`config.mk`:
```
export PLATFORM = sky130hd
export DESIGN_NAME = serial_receiver
export DESIGN_NICKNAME = d
export VERILOG_FILES = /design/src/rtl/serial_receiver.sv
export SDC_FILE = /design/constraint.sdc
export NUM_CORES = 1
export LEC_CHECK = 0
export ABC_CLOCK_PERIOD_IN_PS = 1900
export CORE_MARGIN = 10
export CORE_UTILIZATION = 54
export CTS_CLUSTER_DIAMETER = 150
export DETAILED_ROUTE_END_ITERATION = 6
export MAX_ROUTING_LAYER = met4
export PLACE_DENSITY_LB_ADDON = 0.12
export SYNTH_ARGS = -nofsm -noshare
export SYNTH_HDL_FRONTEND = slang
export SYNTH_SLANG_ARGS = --single-unit
export TNS_END_PERCENT = 1
```
`constraint.sdc`:
```
create_clock -name Clk -period 1.9 [get_ports Clk]
set_input_delay 0.38 -clock Clk [delete_from_list [all_inputs] [get_ports Clk]]
set_output_delay 0.38 -clock Clk [all_outputs]
set_load 0.05 [all_outputs]
```
`src/rtl/serial_receiver.sv`:
```
// serial_receiver: deserializes the transmitter's MSB-first serial stream
// into parallel words. Each bit is sampled on the falling edge of the bit
// clock, after resynchronizing that clock into the Clk domain. Words are
// presented on a valid/read handshake. Sticky flags report frame-length
// errors and overruns.
module serial_receiver #(
  parameter int DATA_WIDTH  = 32,
  parameter int SYNC_STAGES = 2
) (
  input  logic                  Clk,
  input  logic                  Reset,
  input  logic                  SerialClk,
  input  logic                  SerialIn,
  input  logic                  SerialFrame,
  input  logic                  DataRead,
  input  logic                  ErrClear,
  output logic [DATA_WIDTH-1:0] DataOut,
  output logic                  DataValid,
  output logic                  RxBusy,
  output logic                  FrameError,
  output logic                  Overrun
);

  localparam int CNT_W    = $clog2(DATA_WIDTH + 1);
  localparam int SETTLE_W = $clog2(SYNC_STAGES + 2);
  localparam logic [CNT_W-1:0]    LAST_BIT    = CNT_W'(DATA_WIDTH - 1);
  localparam logic [SETTLE_W-1:0] SETTLE_DONE = SETTLE_W'(SYNC_STAGES + 1);

  typedef enum logic [1:0] {
    IDLE     = 2'd0,
    RECEIVE  = 2'd1,
    WAIT_END = 2'd2
  } state_t;

  logic [SYNC_STAGES-1:0] r_clkSync;
  logic [SYNC_STAGES-1:0] r_inSync;
  logic [SYNC_STAGES-1:0] r_frameSync;
  logic                   r_clkDly;
  logic                   r_frameDly;
  logic [SETTLE_W-1:0]    r_settle;
  logic                   r_armed;

  state_t                 r_state;
  logic [DATA_WIDTH-2:0]  r_shift;
  logic [CNT_W-1:0]       r_count;
  logic [DATA_WIDTH-1:0]  r_dataOut;
  logic                   r_dataValid;
  logic                   r_frameError;
  logic                   r_overrun;

  logic                   w_clkS;
  logic                   w_inS;
  logic                   w_frameS;
  logic                   w_sample;
  logic                   w_frameRise;
  logic [DATA_WIDTH-1:0]  w_nextShift;
  logic                   w_complete;
  logic                   w_frameErrEvt;
  logic                   w_overrunEvt;

  assign w_clkS   = r_clkSync[SYNC_STAGES-1];
  assign w_inS    = r_inSync[SYNC_STAGES-1];
  assign w_frameS = r_frameSync[SYNC_STAGES-1];

  // Bit clock falling edge marks mid-cell; frame rising edge opens a frame.
  assign w_sample    = ~w_clkS & r_clkDly;
  assign w_frameRise = w_frameS & ~r_frameDly;

  // Only DATA_WIDTH-1 bits are stored; the final bit comes straight from the
  // synchronizer when the word is completed.
  assign w_nextShift = {r_shift, w_inS};

  assign w_complete = (r_state == RECEIVE) && w_sample && (r_count == LAST_BIT);

  // Frame ended early, or a bit arrived after the word was already complete.
  assign w_frameErrEvt = ((r_state == RECEIVE) && !w_complete && !w_frameS) ||
                         ((r_state == WAIT_END) && w_frameS && w_sample);

  assign w_overrunEvt = w_complete && r_dataValid && !DataRead;

  assign DataOut    = r_dataOut;
  assign DataValid  = r_dataValid;
  assign FrameError = r_frameError;
  assign Overrun    = r_overrun;
  assign RxBusy     = (r_state == RECEIVE) || (r_state == WAIT_END);

  // Synchronizer chains for the asynchronous serial inputs, plus one delayed copy for edge detection.
  always_ff @(posedge Clk) begin
    if (Reset) begin
      r_clkSync   <= '0;
      r_inSync    <= '0;
      r_frameSync <= '0;
      r_clkDly    <= 1'b0;
      r_frameDly  <= 1'b0;
    end else begin
      r_clkSync   <= {r_clkSync[SYNC_STAGES-2:0], SerialClk};
      r_inSync    <= {r_inSync[SYNC_STAGES-2:0], SerialIn};
      r_frameSync <= {r_frameSync[SYNC_STAGES-2:0], SerialFrame};
      r_clkDly    <= w_clkS;
      r_frameDly  <= w_frameS;
    end
  end

  // After reset, wait until the synchronizers hold real data and the frame is seen low before accepting a frame start.
  always_ff @(posedge Clk) begin
    if (Reset) begin
      r_settle <= '0;
      r_armed  <= 1'b0;
    end else begin
      if (r_settle != SETTLE_DONE) begin
        r_settle <= r_settle + SETTLE_W'(1);
      end
      if ((r_settle == SETTLE_DONE) && !w_frameS) begin
        r_armed <= 1'b1;
      end
    end
  end

  // Receive state machine with word assembly, the output handshake and the sticky error flags.
  always_ff @(posedge Clk) begin
    if (Reset) begin
      r_state      <= IDLE;
      r_shift      <= '0;
      r_count      <= '0;
      r_dataOut    <= '0;
      r_dataValid  <= 1'b0;
      r_frameError <= 1'b0;
      r_overrun    <= 1'b0;
    end else begin
      r_frameError <= (r_frameError & ~ErrClear) | w_frameErrEvt;
      r_overrun    <= (r_overrun & ~ErrClear) | w_overrunEvt;

      if (w_complete) begin
        r_dataOut   <= w_nextShift;
        r_dataValid <= 1'b1;
      end else if (DataRead) begin
        r_dataValid <= 1'b0;
      end

      case (r_state)
        IDLE: begin
          if (w_frameRise && r_armed) begin
            r_state <= RECEIVE;
            r_count <= '0;
            r_shift <= '0;
          end
        end
        RECEIVE: begin
          if (w_complete) begin
            r_shift <= w_nextShift[DATA_WIDTH-2:0];
            r_count <= r_count + CNT_W'(1);
            r_state <= WAIT_END;
          end else if (!w_frameS) begin
            r_state <= IDLE;
          end else if (w_sample) begin
            r_shift <= w_nextShift[DATA_WIDTH-2:0];
            r_count <= r_count + CNT_W'(1);
          end
        end
        WAIT_END: begin
          if (!w_frameS) begin
            r_state <= IDLE;
          end
        end
        default: begin
          r_state <= IDLE;
        end
      endcase
    end
  end

endmodule

```
==> results of run 1 <==
==> sequential cells by signal, summed over array words and instances, names as in the netlist, 2 cells and up <==
name and cells:
r_inSync 2, DataOut 32, r_shift 31, r_frameSync 2, r_clkSync 2, r_count 6
r_settle 2, r_state 2
==> stage by stage <==
step	setup WS (ps)	cells	util	hold slack [ps]	cell area (um2)
finish	93.6	517	0.704	420	4220
global route	7.13	517	0.704	430	4220
CTS	2.64	517	0.696	411	4170
detailed placement	54.4	498	0.654	420	3920
global placement	104	498	0.654	422	3920
floorplan	153	392	-	414	3370
==> repair_timing <==
action,CTS,global route
setup buffers,3,0
cloned,0,0
pin swaps,2,1
setup endpoints to repair,7,49
resized for setup,6,20
hold buffers,0,0
==> layout by cell type, fill, tap and decap left out, drive strengths merged, types with 2 or more instances in the layout <==
cell type	instances
dfxtp	85
a21oi	69
nand2	66
buf	42
o21ai	34
nand4	32
dlymetal6s2s	16
inv	11
nor2b	10
clkbuf	10
nor2	8
nand3	6
ha	6
clkdlybuf4s50	5
dlygate4sd2	5
a311oi	3
nand2b	2
nand3b	2
a211oi	2
o32ai	2
nand4b	2
o22ai	2
bufinv	2
==> worst paths after layout <==
path	depth (start not counted)	to	slack, ps
max	7	r_shift[19]$_SDFFE_PP0P_	90
min	2	FrameError$_SDFF_PP0_	420
max reg2reg	7	r_shift[19]$_SDFFE_PP0P_	90
min reg2reg	1	r_inSync[1]$_SDFF_PP0_	440
==> worst register-to-register path: cells and delay by family (launching register included) <==
kind	cells	cell delay, ps
simple gates	2	440
fa+ha+maj	1	250
flops	1	310
buf+inv	2	290
compound gates	2	440
==> cell families (layout without fill, tap and decap cells) <==
group / count (synthesis) / in the layout
AND/OR/NAND/NOR: 135 / 135
buffers and inverters: 43 / 93
XOR/XNOR: 1 / 1
adder cells (fa/ha/maj): 6 / 6
AO/OA/AOI/OAI: 121 / 121
flip-flops: 85 / 85
multiplexers: 1 / 1
==> cell type report <==
class	count	area [um2]	share of cell area
sequential	85	1700	0.403
timing repair buffer	68	652	0.154
tap	75	93.8	0.0222
clock inverter	6	93.8	0.0222
multi-input combinational	264	1510	0.357
inverter	9	33.8	0.00800
clock buffer	10	138	0.0326
==> power by group through the flow <==
stage,Clock [W],Sequential [W],Combinational (W)
4_1_cts,0.00147,0.00181,0.000141
2_1_floorplan,0,0.00185,0.0000888
6_report,0.00145,0.00181,0.000143
3_3_place_gp,0,0.00185,0.000135
3_5_place_dp,0,0.00185,0.000138
5_1_grt,0.00155,0.00181,0.000159
==> routing by layer <==
layer,global-route usage,vias to the layer above,part of all wire
met5,-,-,0
met4,0.0452,0,0.0035
met3,0.0475,2,0.048
met2,0.267,81,0.49
met1,0.191,1391,0.45
li1,-,1475,-
==> results.toml, run 1 <==
[logic_synthesis]
synth-adder-area-share = 0.0223
synth.top_cell.area_share = 0.506
synth-compound-area-share = 0.210
synth_top_family_by_area = "compound AO/OA/AOI/OAI gates"
yosysWarnings = 0
ys_types = 43
syn_avg_cell_area_um2 = 8.59
yosys-top-cells-count = "dfxtp_1 (85), a21oi_1 (69), nand2_1 (66), nand4_1 (32), o21ai_1 (23)"
netlist_instances = 392
synth_most_common_cell = "dfxtp_1"
synth_nets = 405
post_synth_xor_area_fraction = 0.00260
postSynth.topFlopCell = "dfxtp_1"
synth-edff-count = 0
async_reset_ff_frac = 0
yosys.area_share.simple = 0.203
yosys.area.top_type = "dfxtp_1"
synthMuxAreaShare = 0.00297
syn_area_um2 = 3370
ys_seq_area_frac = 0.506
synth-seq-cells = 85
netlist_top_cells_area = "dfxtp_1 (51%), a21oi_1 (10%), nand2_1 (7.4%), nand4_1 (5.9%), o21ai_1 (3.4%)"

[clocking]
clkSlewWorstSetupHoldPaths_ps = 80
clockBufferDepth = 2
cts_tree = "yes"
clock_latency_ps = 350
cts_buffers = 9
clock_sinks = 85
clockRootBuffer = "clkbuf_8"
htree_levels = 3

[setup_path]
crit_required_ps = 2170
crit_path_max_fanout = 31
critical_path_buf_inv_count = 2
critPathSlowestCell = "dfxtp_1"
path_cells = "inv_1 > ha_2 > and3b_2 > a2bb2oi_2 > buf_12 > nand4_1 > a21oi_1"
cp-startpoint = "r_state[1]$_SDFFE_PP0N_"
cp-end-kind = "flip-flop"
critPathTopFamily = "simple AND/OR/NAND/NOR gates"
cp.arrival_ps = 2070
cp_slowest_stage_delay_ps = 310
start_kind = "flip-flop"
critical_path_class = "flip-flop to flip-flop"
r2r-start = "r_state[1]$_SDFFE_PP0N_"

[cells_and_area]
fill_cells = 477
antennaDiodeCount = 0
layout.nets = 450
syn2layout_area_growth_pct = 25.4
drive_above_1_share = 0.156

[placement]
gp_congestion = 0.826
hpwl_mm = 5.33
port-buffer-count = 42

[sta]
skew_ps = 9.87
max_slew_margin = 0.658
min_period_ps = 1810
max_freq_ghz = 0.554
worst_pin_slew_ps = 512
setup_viol = 0
rsz0062_at_grt = "false"
finalHoldViolCount = 0
fin_tns_setup_ps = 0
fin_crit_sh = 0.951
drv_slew = 0

[global_route]
grt-ovfl-total = 0
grt_pass1_vias = 2891
grt_max_degree = 32
grt_pass1_wl_mm = 13.2
antenna_found_initial = 0
grt_usage = 0.163

[route]
drc = 0
vias = 2949
via_per_inst = 5.70
drt-wirelength-per-cell_um = 15.4
ant_nets = 0
drt_pre_antenna_iters = 5
dr.first_iter.drc_count = 187
routed_wl_mm = 7.94

[flow_run]
cap_violations = 0

[pwr]
net-switching-power_w = 0.000762
swShare = 0.224
powerDensity_nw_per_um2 = 807
pwr-share-seq = 0.531
ir_drop_v = 0.000541
power.internal_w = 0.00264
power.share.clock = 0.427
power_frac_comb = 0.042
p_leak_nw = 1.75
power_w = 0.00341

[hold_path]
min_path_type = "primary input to flip-flop"
min_from = "Reset"

[die]
ios = 43
start_util = 0.562
dieArea_um2 = 9790
die_x_um = 99.0
design.core.area_um2 = 5990
die_h_um = 99.0
row_count = 28

[outcome]
outcome = "complete, no violations"
Note: power is estimated with default switching activity, not from simulation.
==> run 2: changes to the inputs <==
CELL_PAD_IN_SITES_DETAIL_PLACEMENT = 1   (was unset)
CELL_PAD_IN_SITES_GLOBAL_PLACEMENT = 1   (was unset)
CORE_UTILIZATION = 41   (was 54)
==> results.toml, run 2 (synthesis gave the netlist of run 1 again) <==
[outcome]
outcome = "complete, no violations"

[cells_and_area]
drive_above_1_share = 0.167
largest_reg_flops = 32
final_cell_mix = "dfxtp_1 (83), a21oi_1 (69), nand2_1 (66), buf_4 (39), nand4_1 (32)"
antennaDiodeCount = 0
postLayoutCellArea_um2 = 4160
post-route-util = 0.530
syn2layout_area_growth_pct = 23.6
fin_cells = 539
layout.nets = 446
final_common_cell = "dfxtp_1"

[route]
vias = 2977
wl_met2_mm = 4.18
m1WireLength_mm = 4.19
top_layer = "met4"
ant_nets = 0
routed_wl_mm = 8.77
drt_pre_antenna_iters = 4
drc = 0
met3_length_um = 318
drt-wirelength-per-cell_um = 16.3
via_per_inst = 5.52
dr.first_iter.drc_count = 124

[global_route]
grt-ovfl-total = 0
grt_max_degree = 34
antenna_found_initial = 0
grt_pass1_vias = 3061
grt_usage = 0.144
grt_pass1_wl_mm = 15.1

[setup_path]
critPathTopFamily = "buffers and inverters"
rrSetupSlack_ps = 90
crit_path_max_fanout = 2
critical_path_class = "flip-flop to output port"
cp.arrival_ps = 1470
path_cells = "clkdlybuf4s50_1"
start_kind = "flip-flop"
critical_path_buf_inv_count = 1
cp_slowest_stage_delay_ps = 800
critPathSlowestCell = "clkdlybuf4s50_1"
cp-end-kind = "output port"
crit_required_ps = 1520

[pwr]
powerDensity_nw_per_um2 = 733
ir_drop_v = 0.000396
p_leak_nw = 1.59

[die]
ios = 43
die_x_um = 111
dieArea_um2 = 12200
row_count = 32
die_h_um = 111
start_util = 0.429
design.core.area_um2 = 7850

[sta]
drv_slew = 0
max_freq_ghz = 0.540
skew_ps = 11.6
worst_pin_slew_ps = 512
finalHoldViolCount = 0
min_period_ps = 1850
setup_viol = 0
max_slew_margin = 0.658
fin_crit_sh = 0.974
holdWs_ps = 434

[clocking]
clkSlewWorstSetupHoldPaths_ps = 80
clockBufferDepth = 2
cts_tree = "yes"
clock_latency_ps = 350
htree_levels = 3
clock_sinks = 85
cts_buffers = 9
clockRootBuffer = "clkbuf_8"

[placement]
place_area_um2 = 3910
gp_congestion = 0.814
dp_cells = 521
hpwl_mm = 5.94
port-buffer-count = 42

[hold_path]
min_path_type = "primary input to flip-flop"

[flow_run]
cap_violations = 0
[run 2: final timing paths]
check | startpoint | endpoint | cells after the start
setup / recovery | DataOut[15]$_SDFFE_PP0P_ | DataOut[15] | 1
setup reg to reg | r_count[1]$_SDFFE_PP0P_ | r_count[2]$_SDFFE_PP0P_ | 6
hold / removal | Reset | r_settle[0]$_SDFFE_PP0P_ | 2
hold reg to reg | r_frameSync[0]$_SDFF_PP0_ | r_frameSync[1]$_SDFF_PP0_ | 1
[run 2: layout make-up]
class                   count  area [um2]
repair buffers             63         606
flip-flops and latches     85        1700
clock inverters             4        26.3
fillers                   936        3690
multi-input cells         265        1530
clock buffers              11         131
inverters                   9        33.8
well taps                 102         128
[run 2: report_power, final]
part,internal [W],switching (W),leakage (nW),total (W)
clock,0.000467,0.000626,0.0792,0.00109
sequential,0.00180,0.0000124,0.687,0.00181
combinational,0.0000540,0.0000882,0.824,0.000142
[run 2: worst reg2reg max path: cells and delay by family (launching register included)]
kind / cells / cell delay [ps]
AOI/OAI and AO/OA: 3 / 610
adders and majority gates: 1 / 260
buffers and inverters: 1 / 190
DFF: 1 / 380
and+or+nand+nor: 1 / 250
[run 2: metrics by stage]
stage	setup WS, ps	TNS (ps)	total power [W]
global placement	103	0	0.00199
finish	48.5	0	0.00305
detailed placement	-7.21	-7.21	0.00199
global route	-11.7	-16.9	0.00317
floorplan	153	0	0.00194
CTS	3.80	0	0.00308
[run 2: what timing repair did]
| item | 4_1_cts | 5_1_grt |
|---|---|---|
| setup buffers | 0 | 2 |
| hold buffers | 0 | 0 |
| gates cloned | 0 | 1 |
| pin swaps | 0 | 5 |
| endpoints found under the setup margin | 3 | 50 |
| resized for setup | 1 | 17 |
[run 2: per-layer routing]
metal  up-vias  global-route usage
li1       1466                   -
met1      1441               0.186
met2        62               0.222
met3         8              0.0346
met4         0              0.0354
met5         -                   -
